==> src/rtl/fproc_meas_sched_if.sv <==
// Bundle of measurement inputs and per-core fproc request/response signals.
interface fproc_meas_sched_if #(
  parameter int N_CORES = 5,
  parameter int N_MEAS  = 5,
  parameter int DATA_W  = 32,
  parameter int ID_W    = (N_MEAS > 1) ? $clog2(N_MEAS) : 1
);
  logic [N_MEAS-1:0]         meas;
  logic [N_MEAS-1:0]         meas_valid;
  logic                      meas_clear;
  logic [N_CORES-1:0]        core_enable;
  logic [N_CORES*ID_W-1:0]   core_id;
  logic [N_CORES-1:0]        core_ready;
  logic [N_CORES*DATA_W-1:0] core_data;
  logic [N_MEAS-1:0]         meas_overrun;
  logic [N_CORES-1:0]        core_err;

  modport master (
    output meas, meas_valid, meas_clear, core_enable, core_id,
    input  core_ready, core_data, meas_overrun, core_err
  );

  modport slave (
    input  meas, meas_valid, meas_clear, core_enable, core_id,
    output core_ready, core_data, meas_overrun, core_err
  );
endinterface

==> src/rtl/fproc_meas_sched.sv <==
// Latches measurement results and serves per-core fproc reads round-robin, one consumed result per grant.
// Responses are registered: eligibility in cycle t gives core_ready at the following edge.
module fproc_meas_sched #(
  parameter int N_CORES = 5,
  parameter int N_MEAS  = 5,
  parameter int DATA_W  = 32,
  parameter int TIMEOUT = 0
) (
  input logic clk,
  input logic reset,
  fproc_meas_sched_if.slave bus
);
  localparam int ID_W  = (N_MEAS > 1) ? $clog2(N_MEAS) : 1;
  localparam int NPAD  = 1 << ID_W;
  localparam int PTR_W = (N_CORES > 1) ? $clog2(N_CORES) : 1;
  localparam int TW    = (TIMEOUT > 1) ? $clog2(TIMEOUT) : 1;

  typedef enum logic {S_IDLE, S_WAIT} core_state_e;

  core_state_e              state_q [N_CORES];
  core_state_e              state_d [N_CORES];
  logic [ID_W-1:0]          id_q    [N_CORES];
  logic [ID_W-1:0]          id_d    [N_CORES];
  logic [TW-1:0]            timer_q [N_CORES];
  logic [TW-1:0]            timer_d [N_CORES];

  logic [N_MEAS-1:0]        result_q, pending_q, overrun_q, consumed;
  logic [NPAD-1:0]          pend_ext, res_ext;
  logic [PTR_W-1:0]         rr_ptr, grant_idx;
  logic                     grant_vld;
  logic [ID_W-1:0]          grant_id;
  logic [N_CORES-1:0]       eligible, grant_hit, timeout_hit, err_set, ready_q, err_q;
  logic [N_CORES*DATA_W-1:0] data_q;

  // Padding to a power of two makes out-of-range ids read as never pending.
  assign pend_ext = NPAD'(pending_q);
  assign res_ext  = NPAD'(result_q);

  always_comb begin
    for (int i = 0; i < N_CORES; i++)
      eligible[i] = (state_q[i] == S_WAIT) && pend_ext[id_q[i]];
  end

  // Scan downward so the last hit is the first eligible core at or after rr_ptr.
  always_comb begin
    int c;
    c         = 0;
    grant_vld = 1'b0;
    grant_idx = '0;
    grant_id  = '0;
    grant_hit = '0;
    for (int j = N_CORES - 1; j >= 0; j--) begin
      c = (int'(rr_ptr) + j) % N_CORES;
      if (eligible[c]) begin
        grant_vld    = 1'b1;
        grant_idx    = PTR_W'(c);
        grant_id     = id_q[c];
        grant_hit    = '0;
        grant_hit[c] = 1'b1;
      end
    end
  end

  always_comb begin
    for (int k = 0; k < N_MEAS; k++)
      consumed[k] = grant_vld && (grant_id == ID_W'(k));
  end

  // A core released this cycle sees itself IDLE, so a same-edge enable is accepted.
  always_comb begin
    for (int i = 0; i < N_CORES; i++) begin
      state_d[i]     = state_q[i];
      id_d[i]        = id_q[i];
      timer_d[i]     = timer_q[i];
      err_set[i]     = 1'b0;
      timeout_hit[i] = 1'b0;
      case (state_q[i])
        S_WAIT: begin
          timer_d[i]     = timer_q[i] + 1'b1;
          timeout_hit[i] = (TIMEOUT > 0) && (timer_q[i] == TW'(TIMEOUT - 1)) && !grant_hit[i];
          if (grant_hit[i] || timeout_hit[i])
            state_d[i] = S_IDLE;
        end
        default: ;
      endcase
      if (bus.core_enable[i]) begin
        if (state_d[i] == S_IDLE) begin
          state_d[i] = S_WAIT;
          id_d[i]    = bus.core_id[i*ID_W +: ID_W];
          timer_d[i] = '0;
        end else begin
          err_set[i] = 1'b1;
        end
      end
    end
  end

  always_ff @(posedge clk or posedge reset) begin
    if (reset) begin
      for (int i = 0; i < N_CORES; i++) begin
        state_q[i] <= S_IDLE;
        id_q[i]    <= '0;
        timer_q[i] <= '0;
      end
    end else begin
      for (int i = 0; i < N_CORES; i++) begin
        state_q[i] <= state_d[i];
        id_q[i]    <= id_d[i];
        timer_q[i] <= timer_d[i];
      end
    end
  end

  always_ff @(posedge clk or posedge reset) begin
    if (reset) begin
      result_q  <= '0;
      pending_q <= '0;
      overrun_q <= '0;
      rr_ptr    <= '0;
      ready_q   <= '0;
      data_q    <= '0;
      err_q     <= '0;
    end else begin
      // A capture on the consuming edge keeps the channel pending and is not an overrun.
      for (int k = 0; k < N_MEAS; k++) begin
        if (bus.meas_valid[k]) begin
          result_q[k]  <= bus.meas[k];
          pending_q[k] <= 1'b1;
        end else if (bus.meas_clear || consumed[k]) begin
          pending_q[k] <= 1'b0;
        end
        if (bus.meas_valid[k] && pending_q[k] && !consumed[k])
          overrun_q[k] <= 1'b1;
        else if (bus.meas_clear)
          overrun_q[k] <= 1'b0;
      end
      if (grant_vld)
        rr_ptr <= (grant_idx == PTR_W'(N_CORES - 1)) ? '0 : grant_idx + 1'b1;
      ready_q <= grant_hit | timeout_hit;
      data_q  <= '0;
      for (int i = 0; i < N_CORES; i++) begin
        data_q[i*DATA_W]     <= grant_hit[i] & res_ext[id_q[i]];
        data_q[i*DATA_W + 1] <= timeout_hit[i];
      end
      err_q <= err_q | err_set;
    end
  end

  assign bus.core_ready   = ready_q;
  assign bus.core_data    = data_q;
  assign bus.meas_overrun = overrun_q;
  assign bus.core_err     = err_q;
endmodule

==> src/flat_wrapper.sv <==
// flat-port wrapper written by rule: the top's interface ports become plain ports
module fproc_meas_sched_flat 
#(
  parameter int N_CORES = 5,
  parameter int N_MEAS  = 5,
  parameter int DATA_W  = 32,
  parameter int TIMEOUT = 0
)
  (clk, reset, bus_meas, bus_meas_valid, bus_meas_clear, bus_core_enable, bus_core_id, bus_core_ready, bus_core_data, bus_meas_overrun, bus_core_err);
  fproc_meas_sched_if #(.N_CORES(N_CORES), .N_MEAS(N_MEAS), .DATA_W(DATA_W)) bus_i ();
  input logic clk;
  input logic reset;
  input wire logic [$bits(bus_i.meas)-1:0] bus_meas;
  input wire logic [$bits(bus_i.meas_valid)-1:0] bus_meas_valid;
  input wire logic [$bits(bus_i.meas_clear)-1:0] bus_meas_clear;
  input wire logic [$bits(bus_i.core_enable)-1:0] bus_core_enable;
  input wire logic [$bits(bus_i.core_id)-1:0] bus_core_id;
  output wire logic [$bits(bus_i.core_ready)-1:0] bus_core_ready;
  output wire logic [$bits(bus_i.core_data)-1:0] bus_core_data;
  output wire logic [$bits(bus_i.meas_overrun)-1:0] bus_meas_overrun;
  output wire logic [$bits(bus_i.core_err)-1:0] bus_core_err;
  assign bus_i.meas = bus_meas;
  assign bus_i.meas_valid = bus_meas_valid;
  assign bus_i.meas_clear = bus_meas_clear;
  assign bus_i.core_enable = bus_core_enable;
  assign bus_i.core_id = bus_core_id;
  assign bus_core_ready = bus_i.core_ready;
  assign bus_core_data = bus_i.core_data;
  assign bus_meas_overrun = bus_i.meas_overrun;
  assign bus_core_err = bus_i.core_err;
  fproc_meas_sched #(.N_CORES(N_CORES), .N_MEAS(N_MEAS), .DATA_W(DATA_W), .TIMEOUT(TIMEOUT)) u_core (.clk(clk), .reset(reset), .bus(bus_i));
endmodule
==> config.mk <==
export PLATFORM = sky130hd
export DESIGN_NAME = fproc_meas_sched_flat
export DESIGN_NICKNAME = d
export VERILOG_FILES = /design/src/rtl/fproc_meas_sched_if.sv /design/src/rtl/fproc_meas_sched.sv /design/src/flat_wrapper.sv
export SDC_FILE = /design/constraint.sdc
export NUM_CORES = 1
export LEC_CHECK = 0
export ABC_AREA = 0
export CAP_MARGIN = 20
export CORE_MARGIN = 2
export CORE_UTILIZATION = 40
export CTS_CLUSTER_SIZE = 16
export DETAILED_ROUTE_END_ITERATION = 10
export GPL_TIMING_DRIVEN = 1
export PLACE_DENSITY = 0.68
export SYNTH_ARGS = -nofsm -noshare
export SYNTH_HDL_FRONTEND = slang
export SYNTH_SLANG_ARGS = --single-unit
==> constraint.sdc <==
create_clock -name clk -period 17.1 [get_ports clk]
set_clock_uncertainty 0.2 [all_clocks]
set_input_delay 2.565 -clock clk [delete_from_list [all_inputs] [get_ports clk]]
set_output_delay 2.565 -clock clk [all_outputs]
set_load 0.02 [all_outputs]
---- Word level (Yosys, flattened, before mapping) ----
Index checks and enable logic that the tools add are counted.
storage, ports and cells
  bits in read-only memories .............. 0
  bits in latches ......................... 0
  memories ................................ 0
  word-level logic and storage cells ...... 253
  bits in writable memories ............... 0
  bits in registers ....................... 53
  input bits .............................. 33
operators by class
  muxes and demuxes ....................... 122
  reductions and logical operators ........ 51
  divide/modulo/power cells ............... 5
  add/sub/neg operators ................... 5
  order comparisons ....................... 20
  shift operators ......................... 0
  eq/ne operators ......................... 5
  multiply operators ...................... 0
  bitwise operators ....................... 16
operators with widths
  operator                 count
  $ge A32 B1 Y1 const B    5
  $ge A32 B4 Y1 const B    5
  $lt A32 B5 Y1 const B    5
  $not A32 Y32             5
  $mod A32 B4 Y32 const B  4
  $mux W1                  71
  $mux W3                  21
  $bmux W1 S3              15
  $bmux W3 S3              5
  $mod A4 B4 Y32 const B   1
  $logic_and A1 B1 Y1      25
  $mux W5                  5
  $lt A3 B4 Y1 const B     5
  $reduce_bool A2 Y1       10
  $demux W1 S3             5
  $reduce_and A2 Y1        5
  $add A3 B2 Y4 const B    2
  $eq A3 B2 Y1 const B     2
  $eq A3 B3 Y1 const B     2
  $and A1 B1 Y1            5
  $logic_not A1 Y1         5
  $logic_or A1 B1 Y1       5
  $not A1 Y1               5
  $or A5 B5 Y5             1
  other kinds (5)          5

---- Longest topological paths before layout ----
  depth after elaboration ................. 16
  mapped depth ............................ 28
  depth with buffers taken out ............ 22

---- Least setup slack after synthesis ----
No wires, ideal clock.
  kind .................................... register -> register
  start ................................... reg u_core.rr_ptr[0]
  end ..................................... reg u_core.rr_ptr[2]
  library setup time ...................... 0.069 ns
  stages on the path, launching flop included .. 28
  arrival ................................. 5.584 ns
  path slack .............................. 11.247 ns
  required time ........................... 16.831 ns
  clock period less this slack ............ 5.853 ns
  path through ............................ dfrtp_1 -> buf_2 -> buf_1 -> inv_1 -> ha_1 -> buf_2 -> inv_1 -> ha_1 -> clkbuf_1 -> o21ai_0 -> mux2i_1 -> inv_1 -> ha_1 -> buf_2 -> inv_1 -> o221a_2 -> nor3_1 -> o21ai_0 -> a21bo_2 -> nand3_1 -> buf_2 -> and3_1 -> o31ai_1 -> o31ai_1 -> ha_1 -> inv_1 -> or4_1 -> nand3_1
between the ends
  word-level cells in the longest chain between the ends .. 12
  elaborated cells on any way between the ends .. 37
  classes of those cells .................. add/sub (5); div (5); eq/ne (1); mux (26)
RTL lines
  item                                                  line                     text
  start, declared                                       fproc_meas_sched.sv:29   logic [PTR_W-1:0] rr_ptr, grant_idx;
  start signal, assigned                                fproc_meas_sched.sv:138  rr_ptr <= (grant_idx == PTR_W'(N_CORES - 1)) ? '0 : grant_idx + 1'b1;
  $add A3 B3 Y4                                         fproc_meas_sched.sv:53   c = (int'(rr_ptr) + j) % N_CORES;
  $mod A32 B4 Y32                                       fproc_meas_sched.sv:53
  $bmux W1 S3                                           fproc_meas_sched.sv:54   if (eligible[c]) begin
  $mux W1 (not written as such) (2 in series)           fproc_meas_sched.sv:54
  $mux W3 (5 in series)                                 fproc_meas_sched.sv:54
  $add A3 B1 Y3 / $eq A3 B3 Y1 (equally long branches)  fproc_meas_sched.sv:138
  $mux W3                                               fproc_meas_sched.sv:138
Several ways; a longest one is shown, not always the timed one. The select of a mux whose other input is x is not followed.
A chain may end at the register's enable or synchronous reset.

---- Worst setup path in the final report ----
  start ................................... reg u_core.rr_ptr[1]
  end ..................................... reg u_core.rr_ptr[2]
Same word-level chain as after synthesis.

==> flow_metrics.tcl <==
set metrics [dict create \
    cts.repair.resized 0 \
    ys_types 99 \
    cts_hold_buf 0 \
    worst_ep_required_time_ns 17.14 \
    drive_above_1_share_pct 9.85 \
    cts_buffers 5 \
    initial_utilization_pct 40.7 \
    yosysWarnings 0 \
    core_area_um2 18000 \
    die_w_um 139 \
    timing.setup.critical_path_class "reg2reg" \
    drtIter0Drc 754 \
    syn_area_um2 7310 \
    setup_viol 0 \
    synth_adder_area_share_pct 4.11 \
    synth.most_common_cell "buf_4" \
    max_slew.worst_pin.slew_ns 1.06 \
    antenna_found_initial 0 \
    synth_top_family_by_area "compound AO/OA/AOI/OAI gates" \
    synth_mux_area_share_pct 7.51 \
    htree_num_levels 2 \
    grt_max_degree 54 \
    relSlewSlack_pct 29.0 \
    clk_latency_ns 0.30 \
    cts.path.max_buffers 2 \
    cts_tree "built" \
    endpoint_kind "flop" \
    drt-vias-per-instance 5.76 \
    start_kind "flop" \
    grt.overflow.total 0 \
    finalHoldViolCount 0 \
    yosys.area_share.simple_pct 19.6 \
    critical_path.reg2reg.startpoint "u_core.rr_ptr[1]" \
    crit_path_max_fanout 17 \
    place_hpwl_mm 16.2 \
    max_freq_mhz 146 \
    utilization_pct 42.1 \
    die_y_um 139 \
    hp-class "reg2reg" \
    fin_crit_sh_pct 40.0 \
    seq_area_frac_synth_pct 18.1 \
    area_delta_synth_final_pct 3.39 \
    ys_ff_latch 53 \
    fin_crit_ns 6.85 \
    synth-edff-count 0 \
    synth_flop_cell "dfrtp_1" \
    drv_cap 0 \
    post_cts_buffers 0 \
    synth_top_area_share_pct 18.1 \
    async_flop_share_pct 100 \
    place_congestion 1.00 \
    synth-xor-area-share_pct 1.69 \
    grt.total_usage_pct 20.8 \
    clock_sinks 53 \
    cts-root-buf "clkbuf_16" \
    grt_pass1_wl_mm 33.0 \
    final_max_slew_viol_count 0 \
    diodes 0 \
    synth_compound_area_share_pct 28.3 \
    placed_area_um2 7380 \
    drcViolationCount 0 \
    post_drt_wl_per_cell_um 18.0 \
    portBuffers 52 \
    dieArea_um2 19400 \
    wl_mm 21.1 \
    drtPass1Iterations 6 \
    top_level_ports 208 \
    cp_data_arrival_time_ns 6.89 \
    first_global_vias 6027 \
    nets 1000 \
    vias 6754 \
    syn_avg_cell_area_um2 7.92 \
    synth_common_cells "buf_4 (157), nand2_1 (85), dfrtp_1 (53)" \
    ant_nets 0 \
    startpoint "u_core.rr_ptr[1]" \
    grt_setup_unrepaired "false" \
    status "complete, no violations" \
    final_area_um2 7560 \
    synth_top_area_cell "dfrtp_1" \
    totalNegativeSetupSlack_ns 0 \
    synth_area_leaders "dfrtp_1 (18%), buf_4 (16%), nand2_1 (4.4%), ha_1 (4.1%), mux2i_1 (2.7%)" \
    cts.clk_slew.worst_paths_ns 0.07 \
    syn_inst 923 \
    min_from "u_core.bus.core_err[3]" \
    std_cell_rows 49 \
]
-- worst paths after layout --
path / to / slack, ns / cells after the start
max reg2reg: u_core.rr_ptr[2] / 10.25 / 20
max: u_core.rr_ptr[2] / 10.25 / 20
min in group asynchronous: u_core.bus.core_data[0] / 2.57 / 3
max in group asynchronous: u_core.bus.core_data[64] / 13.67 / 3
min reg2reg: u_core.bus.core_err[3] / 0.26 / 1
min: u_core.bus.core_err[3] / 0.26 / 1
-- layout make-up --
type	instances	area (µm²)
clock inverters	2	38.8
flip-flops and latches	53	1330
inverters	40	153
well taps	229	287
repair buffers	59	573
multi-input cells	784	5050
clock buffers	6	129
fillers	1775	10400
-- critical path, cell delays in order (launching register included) --
cell and delay [ns]:
dfrtp_1 0.69, clkinv_1 0.50, ha_1 0.42, a21oi_1 0.67, inv_2 0.15, mux2i_1 0.19
inv_1 0.15, ha_1 0.41, inv_1 0.17, o221a_2 0.33, nor3_1 0.50, o21ai_0 0.16
a21bo_2 0.27, nand3_1 0.40, and3_1 0.22, o31ai_1 0.07, o31ai_1 0.35, ha_1 0.26
inv_1 0.05, or4_1 0.52, nand3_1 0.09
-- layer usage --
metal	vias to the layer above	part of all wire, %	track usage (%)
met1	3142	42	29.1
met5	-	0	0
met4	0	2.5	5.74
met3	42	10	4.09
li1	3141	-	-
met2	429	45	33.0
-- metrics by stage --
step	setup WS (ns)	hold WS, ns	instances
global route	9.71	0.291	1173
detailed placement	10.38	0.247	1163
global placement	10.62	0.246	1163
CTS	10.37	0.263	1171
floorplan	11.25	0.318	1077
finish	10.25	0.255	1173
-- state kept, by name, indices dropped and copies added (netlist names) --
signal                   cells
u_core.id_q                 15
u_core.bus.core_ready        5
u_core.rr_ptr                3
u_core.bus.core_data         5
u_core.bus.meas_overrun      5
u_core.result_q              5
u_core.bus.core_err          5
u_core.pending_q             5
u_core.state_q               5
-- cell usage in the layout (no fill, tap or decap), types with 9 or more instances in the layout --
master,count
conb_1,155
nand2_1,85
dfrtp_1,53
clkdlybuf4s50_1,52
nor2_1,48
o21ai_0,39
a21oi_1,36
nand3_1,35
inv_1,34
ha_1,24
nor3_1,21
mux2i_1,20
a31oi_1,16
nand4_1,14
nand2b_1,12
xnor2_1,10
a21o_1,10
mux2_2,9
o2bb2ai_1,9
and3_1,9
o22ai_1,9
-- cell families (layout without fill, tap and decap cells) --
kind of cell,Yosys count,count (layout)
simple gates,280,280
xor+xnor,12,12
fa+ha+maj,24,24
buf+inv,240,107
other cells,1,155
flops,53,53
compound gates,270,270
mux,43,43
Power is not shown: default switching activity piles up to over one toggle a cycle in this logic, so the estimate is an artifact.
